## src/rtl/search_result_recorder.sv

```systemverilog
// Word-search sequencer: tracks word boundaries/indices on the character stream and
// records whole-word match indices into a DEPTH-slot buffer. Optional irq: SEARCH_RESULT_IRQ_EN.
module search_result_recorder #(
  parameter int DEPTH    = 8,
  parameter int ID_WIDTH = 8
) (
  input  logic                         aclk,
  input  logic                         aresetn,
  input  logic                         clear,
  input  logic [7:0]                   word_size,
  input  logic                         s_axis_tvalid,
  input  logic [7:0]                   s_axis_tdata,
  input  logic                         s_axis_tuser,
  input  logic                         match,
  output logic [DEPTH*ID_WIDTH-1:0]    result_ids,
  output logic [$clog2(DEPTH):0]       result_count,
  output logic                         overflow,
  output logic                         busy,
`ifdef SEARCH_RESULT_IRQ_EN
  output logic                         irq,
`endif
  output logic                         done
);

  localparam int CW = $clog2(DEPTH) + 1;
  localparam logic [CW-1:0] DEPTH_C = CW'(DEPTH);

  typedef enum logic [1:0] {IDLE, IN_WORD, GAP, DONE} state_e;

  state_e                            state_q, state_d, st;
  logic [7:0]                        char_cnt_q, char_cnt_d, cnt_inc;
  logic [ID_WIDTH-1:0]               word_idx_q, word_idx_d;
  logic                              hit_q, hit_d;
  logic                              started_q, started_d;
  logic [DEPTH-1:0][ID_WIDTH-1:0]    slots_q, slots_d;
  logic [CW-1:0]                     count_q, count_d;
  logic                              ovf_q, ovf_d;
  logic                              busy_q, busy_d;
  logic                              done_q, done_d;
  logic                              is_sep, is_chr, is_end, commit_ok, do_commit;
`ifdef SEARCH_RESULT_IRQ_EN
  logic                              irq_q, irq_d;
`endif

  always_comb begin
    state_d    = state_q;
    char_cnt_d = char_cnt_q;
    word_idx_d = word_idx_q;
    hit_d      = hit_q;
    started_d  = started_q;
    slots_d    = slots_q;
    count_d    = count_q;
    ovf_d      = ovf_q;
    do_commit  = 1'b0;
    st         = state_q;

    is_end    = s_axis_tvalid && s_axis_tuser;
    is_sep    = s_axis_tvalid && !s_axis_tuser && (s_axis_tdata == 8'h20);
    is_chr    = s_axis_tvalid && !s_axis_tuser && (s_axis_tdata != 8'h20);
    commit_ok = hit_q && (char_cnt_q == word_size) && (word_size != 8'd0);
    cnt_inc   = (char_cnt_q == 8'hFF) ? 8'hFF : char_cnt_q + 8'd1;

    // A non-terminator beat after DONE opens a new text, then is handled as in IDLE.
    if (state_q == DONE && (is_chr || is_sep)) begin
      slots_d    = '1;
      count_d    = '0;
      ovf_d      = 1'b0;
      word_idx_d = '0;
      started_d  = 1'b0;
      st         = IDLE;
    end

    case (st)
      IDLE: begin
        if (is_chr) begin
          state_d    = IN_WORD;
          char_cnt_d = 8'd1;
          hit_d      = match && (word_size == 8'd1);
          started_d  = 1'b1;
        end else if (is_sep) begin
          state_d = GAP;
        end else if (is_end) begin
          state_d = DONE;
        end
      end
      IN_WORD: begin
        if (is_chr) begin
          char_cnt_d = cnt_inc;
          if (match && cnt_inc == word_size) hit_d = 1'b1;
          else if (cnt_inc > word_size)      hit_d = 1'b0;
        end else if (is_sep || is_end) begin
          do_commit = commit_ok;
          state_d   = is_end ? DONE : GAP;
        end
      end
      GAP: begin
        if (is_chr) begin
          // Leading separators precede word 0, so only advance once a word has been seen.
          if (started_q && word_idx_q != '1) word_idx_d = word_idx_q + 1'b1;
          state_d    = IN_WORD;
          char_cnt_d = 8'd1;
          hit_d      = match && (word_size == 8'd1);
          started_d  = 1'b1;
        end else if (is_end) begin
          state_d = DONE;
        end
      end
      default: ;
    endcase

    if (do_commit) begin
      if (count_q < DEPTH_C) begin
        for (int k = 0; k < DEPTH; k++)
          if (count_q == CW'(k)) slots_d[k] = word_idx_q;
        count_d = count_q + 1'b1;
      end else begin
        ovf_d = 1'b1;
      end
    end

`ifdef SEARCH_RESULT_IRQ_EN
    irq_d = (state_d == DONE) && (state_q != DONE) && ((count_d != '0) || ovf_d);
`endif

    if (clear) begin
      state_d    = IDLE;
      char_cnt_d = '0;
      word_idx_d = '0;
      hit_d      = 1'b0;
      started_d  = 1'b0;
      slots_d    = '1;
      count_d    = '0;
      ovf_d      = 1'b0;
`ifdef SEARCH_RESULT_IRQ_EN
      irq_d      = 1'b0;
`endif
    end

    busy_d = (state_d == IN_WORD) || (state_d == GAP);
    done_d = (state_d == DONE);
  end

  always_ff @(posedge aclk or negedge aresetn) begin
    if (!aresetn) begin
      state_q    <= IDLE;
      char_cnt_q <= '0;
      word_idx_q <= '0;
      hit_q      <= 1'b0;
      started_q  <= 1'b0;
      slots_q    <= '1;
      count_q    <= '0;
      ovf_q      <= 1'b0;
      busy_q     <= 1'b0;
      done_q     <= 1'b0;
`ifdef SEARCH_RESULT_IRQ_EN
      irq_q      <= 1'b0;
`endif
    end else begin
      state_q    <= state_d;
      char_cnt_q <= char_cnt_d;
      word_idx_q <= word_idx_d;
      hit_q      <= hit_d;
      started_q  <= started_d;
      slots_q    <= slots_d;
      count_q    <= count_d;
      ovf_q      <= ovf_d;
      busy_q     <= busy_d;
      done_q     <= done_d;
`ifdef SEARCH_RESULT_IRQ_EN
      irq_q      <= irq_d;
`endif
    end
  end

  assign result_ids   = slots_q;
  assign result_count = count_q;
  assign overflow     = ovf_q;
  assign busy         = busy_q;
  assign done         = done_q;
`ifdef SEARCH_RESULT_IRQ_EN
  assign irq          = irq_q;
`endif

endmodule

```

## config.mk

```make
export PLATFORM = sky130hd
export DESIGN_NAME = search_result_recorder
export DESIGN_NICKNAME = d
export VERILOG_FILES = /design/src/rtl/search_result_recorder.sv
export SDC_FILE = /design/constraint.sdc
export NUM_CORES = 1
export LEC_CHECK = 0
export ABC_CLOCK_PERIOD_IN_PS = 6800
export BUFFER_PORTS_ARGS = -buffer_cell sky130_fd_sc_hd__buf_2
export CORE_AREA = 2 2 168 88
export DETAILED_ROUTE_END_ITERATION = 16
export DIE_AREA = 0 0 170 90
export PLACE_DENSITY = 0.51
export SETUP_SLACK_MARGIN = 0.02
export SYNTH_ARGS = -nofsm -noshare
export SYNTH_HDL_FRONTEND = slang
export SYNTH_SLANG_ARGS = --single-unit
```

## constraint.sdc

```tcl
create_clock -name aclk -period 6.8 [get_ports aclk]
set_clock_uncertainty 0.15 [all_clocks]
set_input_delay 0.34 -clock aclk [delete_from_list [all_inputs] [get_ports aclk]]
set_output_delay 0.34 -clock aclk [all_outputs]
set_load 0.02 [all_outputs]
```

## After elaboration in Yosys (flattened, before gate mapping)

Cells that the tools add are included.

| word-level totals | value |
|---|---|
| output and inout port bits | 71 |
| register bits | 91 |

| operators by class | value |
|---|---|
| $lt $le $gt $ge | 2 |
| mux-type cells | 53 |
| $add $sub $neg | 3 |
| eq/ne operators | 23 |
| reductions and logical operators | 21 |

Operators with widths:

| cell | number |
|---|---|
| $mux 64 | 4 |
| $mux 8 | 17 |
| $mux 1 | 17 |
| $add 8x1->8 const B | 2 |
| $eq 4x3->1 const B | 4 |
| $eq 8x8->1 | 2 |
| $mux 2 | 8 |
| $mux 4 | 4 |
| $pmux 8 s2 | 1 |
| $logic_and 1x1->1 | 10 |
| $eq 2x2->1 const B | 4 |
| $eq 4x2->1 const B | 2 |
| $eq 8x1->1 const B | 1 |
| $eq 8x6->1 const B | 1 |
| $eq 8x8->1 const B | 1 |
| $gt 8x8->1 | 1 |
| $ne 8x6->1 const B | 1 |
| $ne 8x8->1 const B | 1 |
| $reduce_bool 8->1 | 1 |
| $pmux 2 s3 | 1 |
| $add 4x1->4 const B | 1 |
| $eq 2x1->1 const B | 2 |
| $eq 4x1->1 const B | 1 |
| $logic_not 4->1 | 1 |
| other kinds (12) | 14 |

## Longest topological paths before layout

| depth | value |
|---|---|
| depth after elaboration | 11 |
| mapped depth | 12 |
| mapped depth without buffers | 11 |

## Worst setup path after synthesis

No wires, ideal clock.

| timing | value |
|---|---|
| path kind | register to register |
| start point | reg char_cnt_q[0] |
| end point | reg hit_q |
| required time | 6.549 ns |
| slack | 4.183 ns |
| data arrival time | 2.366 ns |
| path buffers | 1 |
| clock period less this slack | 2.617 ns |
| cell stages (with the launch flop) | 12 |
| path through | dfrtp_1 -> ha_1 -> and3_1 -> clkbuf_1 -> and3_1 -> nand3b_1 -> o21a_1 -> ha_1 -> nand4_1 -> o21ai_0 -> a31oi_1 -> nor4_1 |

| between the ends | value |
|---|---|
| word-level cells in the longest chain between the ends | 8 |

Ends and longest elaborated chain:

| item | RTL line | source |
|---|---|---|
| start: declaration | 31 | `logic [7:0] char_cnt_q, char_cnt_d, cnt_inc;` |
| start signal: assignment | 160 | `char_cnt_q <= char_cnt_d;` |
| $add 8x1->8 / $eq 8x8->1 (equally long branches) | 61 | `cnt_inc = (char_cnt_q == 8'hFF) ? 8'hFF : char_cnt_q + 8'd1;` |
| $mux 8 * | 61 |  |
| parallel branches: the longest is 6 deep, another holds $gt 8x8->1 | -- |  |
| end signal: assignment | 162 | `hit_q <= hit_d;` |
| end: declaration | 33 | `logic hit_q, hit_d;` |

Mark *: on every way between the ends. The select of a mux whose other input is x is not followed.
A chain may end at the register's enable or synchronous reset.

## Worst setup path after layout

Ends and elaborated chain as after synthesis.

==> results.json <==
{
  "ys_seq_area_share_pct": 50.0,
  "synth_nets": 476,
  "die_w_um": 170,
  "first_global_vias": 3538,
  "cts_htree_levels": 3,
  "numPortBuffers": 92,
  "reg2reg_slack_ps": 3850,
  "drive_gt1_share_pct": 35.8,
  "r2r_start": "char_cnt_q[0]$_DFFE_PN0P_",
  "startpoint_type": "register",
  "die_h_um": 90,
  "cts_resized": 0,
  "vdd_ir_drop_max_mv": 0.116,
  "synth_edf_count": 0,
  "ys.warnings.count": 0,
  "synth.distinct_cells": 41,
  "finalNetCount": 565,
  "max_freq_mhz": 339,
  "holdCritPathClass": "primary input to register",
  "cts_buffers": 9,
  "cap_violations": 0,
  "dp_cells": 697,
  "path_class": "register to register",
  "cts_tree": "built",
  "ys.flop_type": "dfstp_2",
  "antenna_left": 0,
  "cts_setup_buffers": 0,
  "avgSynthCellArea_um2": 10.7,
  "syn_inst": 439,
  "rsz0062_at_grt": "no",
  "grt.total_usage_pct": 17.0,
  "path_clk_slew_ps": 70,
  "num_antenna_cells": 0,
  "required_ps": 6890,
  "seqCellArea_mm2": 0.00236,
  "vias": 3546,
  "cts_hold_buffers": 1,
  "die_area_mm2": 0.0153,
  "drtIter0Drc": 213,
  "setup_violations": 0,
  "ios": 93,
  "fillerInstances": 1396,
  "cts.sinks": 91,
  "grt_max_degree": 69,
  "status": "completed",
  "postSynth.asyncResetShare_pct": 100,
  "crit_path_max_fanout": 5,
  "areaGrowthSynthToFinish_pct": 21.1,
  "hp-start": "s_axis_tvalid",
  "clock_latency_ps": 340,
  "fin_crit_sh_pct": 43.3,
  "critPathCaptureType": "register",
  "detail_route.wl_per_cell_um": 17.4,
  "drtPass1Iterations": 4,
  "wirelength_um": 12400,
  "synth_area_mm2": 0.00472,
  "multi_input_area_mm2": 0.00224,
  "fin_util_pct": 40.9,
  "stdcell_count": 714,
  "viasPerCell": 4.97,
  "cts_root_buffer": "clkbuf_16",
  "tightest_slew_ps": 975,
  "gp_congestion": 0.832,
  "start_util_pct": 33.8,
  "cp.arrival_ps": 3040,
  "coreArea_mm2": 0.0140,
  "maxSlewViolCount": 0,
  "fin_crit_ps": 2950,
  "ys_seq_elements": 91,
  "powerDensity_mw_per_mm2": 208,
  "placementRows": 31,
  "setup_tns_ps": 0,
  "dpl.hpwl_um": 8880,
  "route.detailed.drc": 0,
  "startpoint": "char_cnt_q[0]$_DFFE_PN0P_",
  "clock_path_buffers": 2,
  "hold_viol": 0,
  "leakage_uw": 0.00285,
  "slew_headroom_pct": 34.7,
  "grt_pass1_wl_um": 19900,
  "antenna_found_initial": 0,
  "overflow": 0
}
==> cell families after synthesis <==
group | share of synthesized area (%)
AO/OA/AOI/OAI | 5.49
XOR/XNOR | 3.16
adder cells (fa/ha/maj) | 3.98
buffers and inverters | 2.55
flip-flops | 50.0
multiplexers | 14.5
AND/OR/NAND/NOR | 20.4
==> registers in the layout, summed over array words and instances, names as in the netlist <==
register,cells
started_q,1
overflow,1
hit_q,1
done,1
state_q,2
result_ids,64
busy,1
word_idx_q,8
char_cnt_q,8
result_count,4
==> synthesized netlist by cell type (all sizes together), types with 4 or more instances <==
| cell type | number | area [µm²] |
|---|---|---|
| nand2b | 5 | 31.3 |
| nor3 | 10 | 55.1 |
| nand3b | 10 | 75.1 |
| nor2 | 86 | 323 |
| dfrtp | 27 | 676 |
| nand3 | 10 | 50.1 |
| clkbuf | 18 | 67.6 |
| xnor2 | 7 | 61.3 |
| nand2 | 17 | 63.8 |
| mux2i | 66 | 661 |
| dfstp | 64 | 1680 |
| nand4 | 12 | 186 |
| xor2 | 10 | 87.6 |
| inv | 9 | 33.8 |
| ha | 15 | 188 |
| a21oi | 23 | 115 |
| a31oi | 4 | 25.0 |
| and3 | 10 | 62.6 |
| nor2b | 5 | 31.3 |
==> cells in the final DEF (no fill, tap or decap), types with 2 or more instances in the layout <==
| cell | instances |
|---|---|
| mux2_2 | 2 |
| nand3b_1 | 10 |
| dfstp_2 | 64 |
| nand2b_1 | 4 |
| a31oi_1 | 4 |
| or3_1 | 2 |
| nand3_1 | 10 |
| nor2_1 | 86 |
| nand4_4 | 7 |
| nor2b_1 | 5 |
| a311oi_1 | 2 |
| clkbuf_16 | 10 |
| dfrtp_1 | 27 |
| ha_1 | 15 |
| nand2_1 | 17 |
| and3_1 | 10 |
| and2_1 | 3 |
| nand4_1 | 4 |
| xor2_1 | 10 |
| mux2i_1 | 66 |
| o21ai_0 | 3 |
| o21a_1 | 2 |
| buf_4 | 6 |
| buf_2 | 91 |
| nor3_1 | 9 |
| xnor2_1 | 7 |
| inv_1 | 9 |
| a21oi_1 | 23 |
| inv_6 | 2 |
| a211oi_1 | 3 |
| nor4_1 | 3 |
| bufinv_16 | 2 |
==> layout make-up <==
cell class              count  area share, %
multi-input cells         319           39.3
flip-flops and latches     91           41.3
repair buffers             98           8.94
well taps                 181           3.96
inverters                   9          0.591
clock buffers              10           4.38
clock inverters             6           1.60
==> layer usage <==
metal / GRT usage, % / wire (µm) / vias up
met5: 0 / 0 / -
met4: 2.78 / 87 / 0
met3: 4.58 / 705 / 8
met2: 22.7 / 4910 / 73
met1: 27.3 / 6720 / 1761
li1: - / - / 1704
==> power by group <==
group | total [µW] | switching, µW | internal [µW]
Combinational | 70.7 | 51.6 | 19.0
Clock | 566 | 219 | 347
Sequential | 549 | 2.77 | 546
Total | 1190 | 273 | 912
==> worst max-delay path, cell delays in order (launching register included) <==
cell      delay (ps)
dfrtp_1          430
ha_1             270
and3_1           270
and3_1           250
nand3b_1         190
o21a_1           120
ha_1             290
nand4_1          190
o21ai_0          290
a31oi_1          120
nor4_1           280
==> worst paths after layout <==
check | endpoint | depth (start not counted)
min in group asynchronous | done$_DFF_PN0_ | 2
worst min-delay path | state_q[0]$_DFF_PN0_ | 3
worst max register to register | hit_q$_DFFE_PN0P_ | 10
max in group asynchronous | word_idx_q[4]$_DFF_PN0_ | 3
worst min register to register | result_ids[57]$_DFF_PN1_ | 2
worst max-delay path | hit_q$_DFFE_PN0P_ | 10
==> through the flow <==
| step | instance area, µm² | hold slack (ps) | setup slack [ps] | power [µW] |
|---|---|---|---|---|
| 3_3_place_gp | 5360 | 99.7 | 3960 | 628 |
| 2_1_floorplan | 4720 | -106 | 4180 | 592 |
| 4_1_cts | 5710 | 177 | 3920 | 1200 |
| 5_1_grt | 5710 | 205 | 3710 | 1230 |
| 6_report | 5710 | 187 | 3850 | 1190 |
| 3_5_place_dp | 5360 | 103 | 3880 | 628 |
No activity file was read; power rests on OpenSTA's default activity.
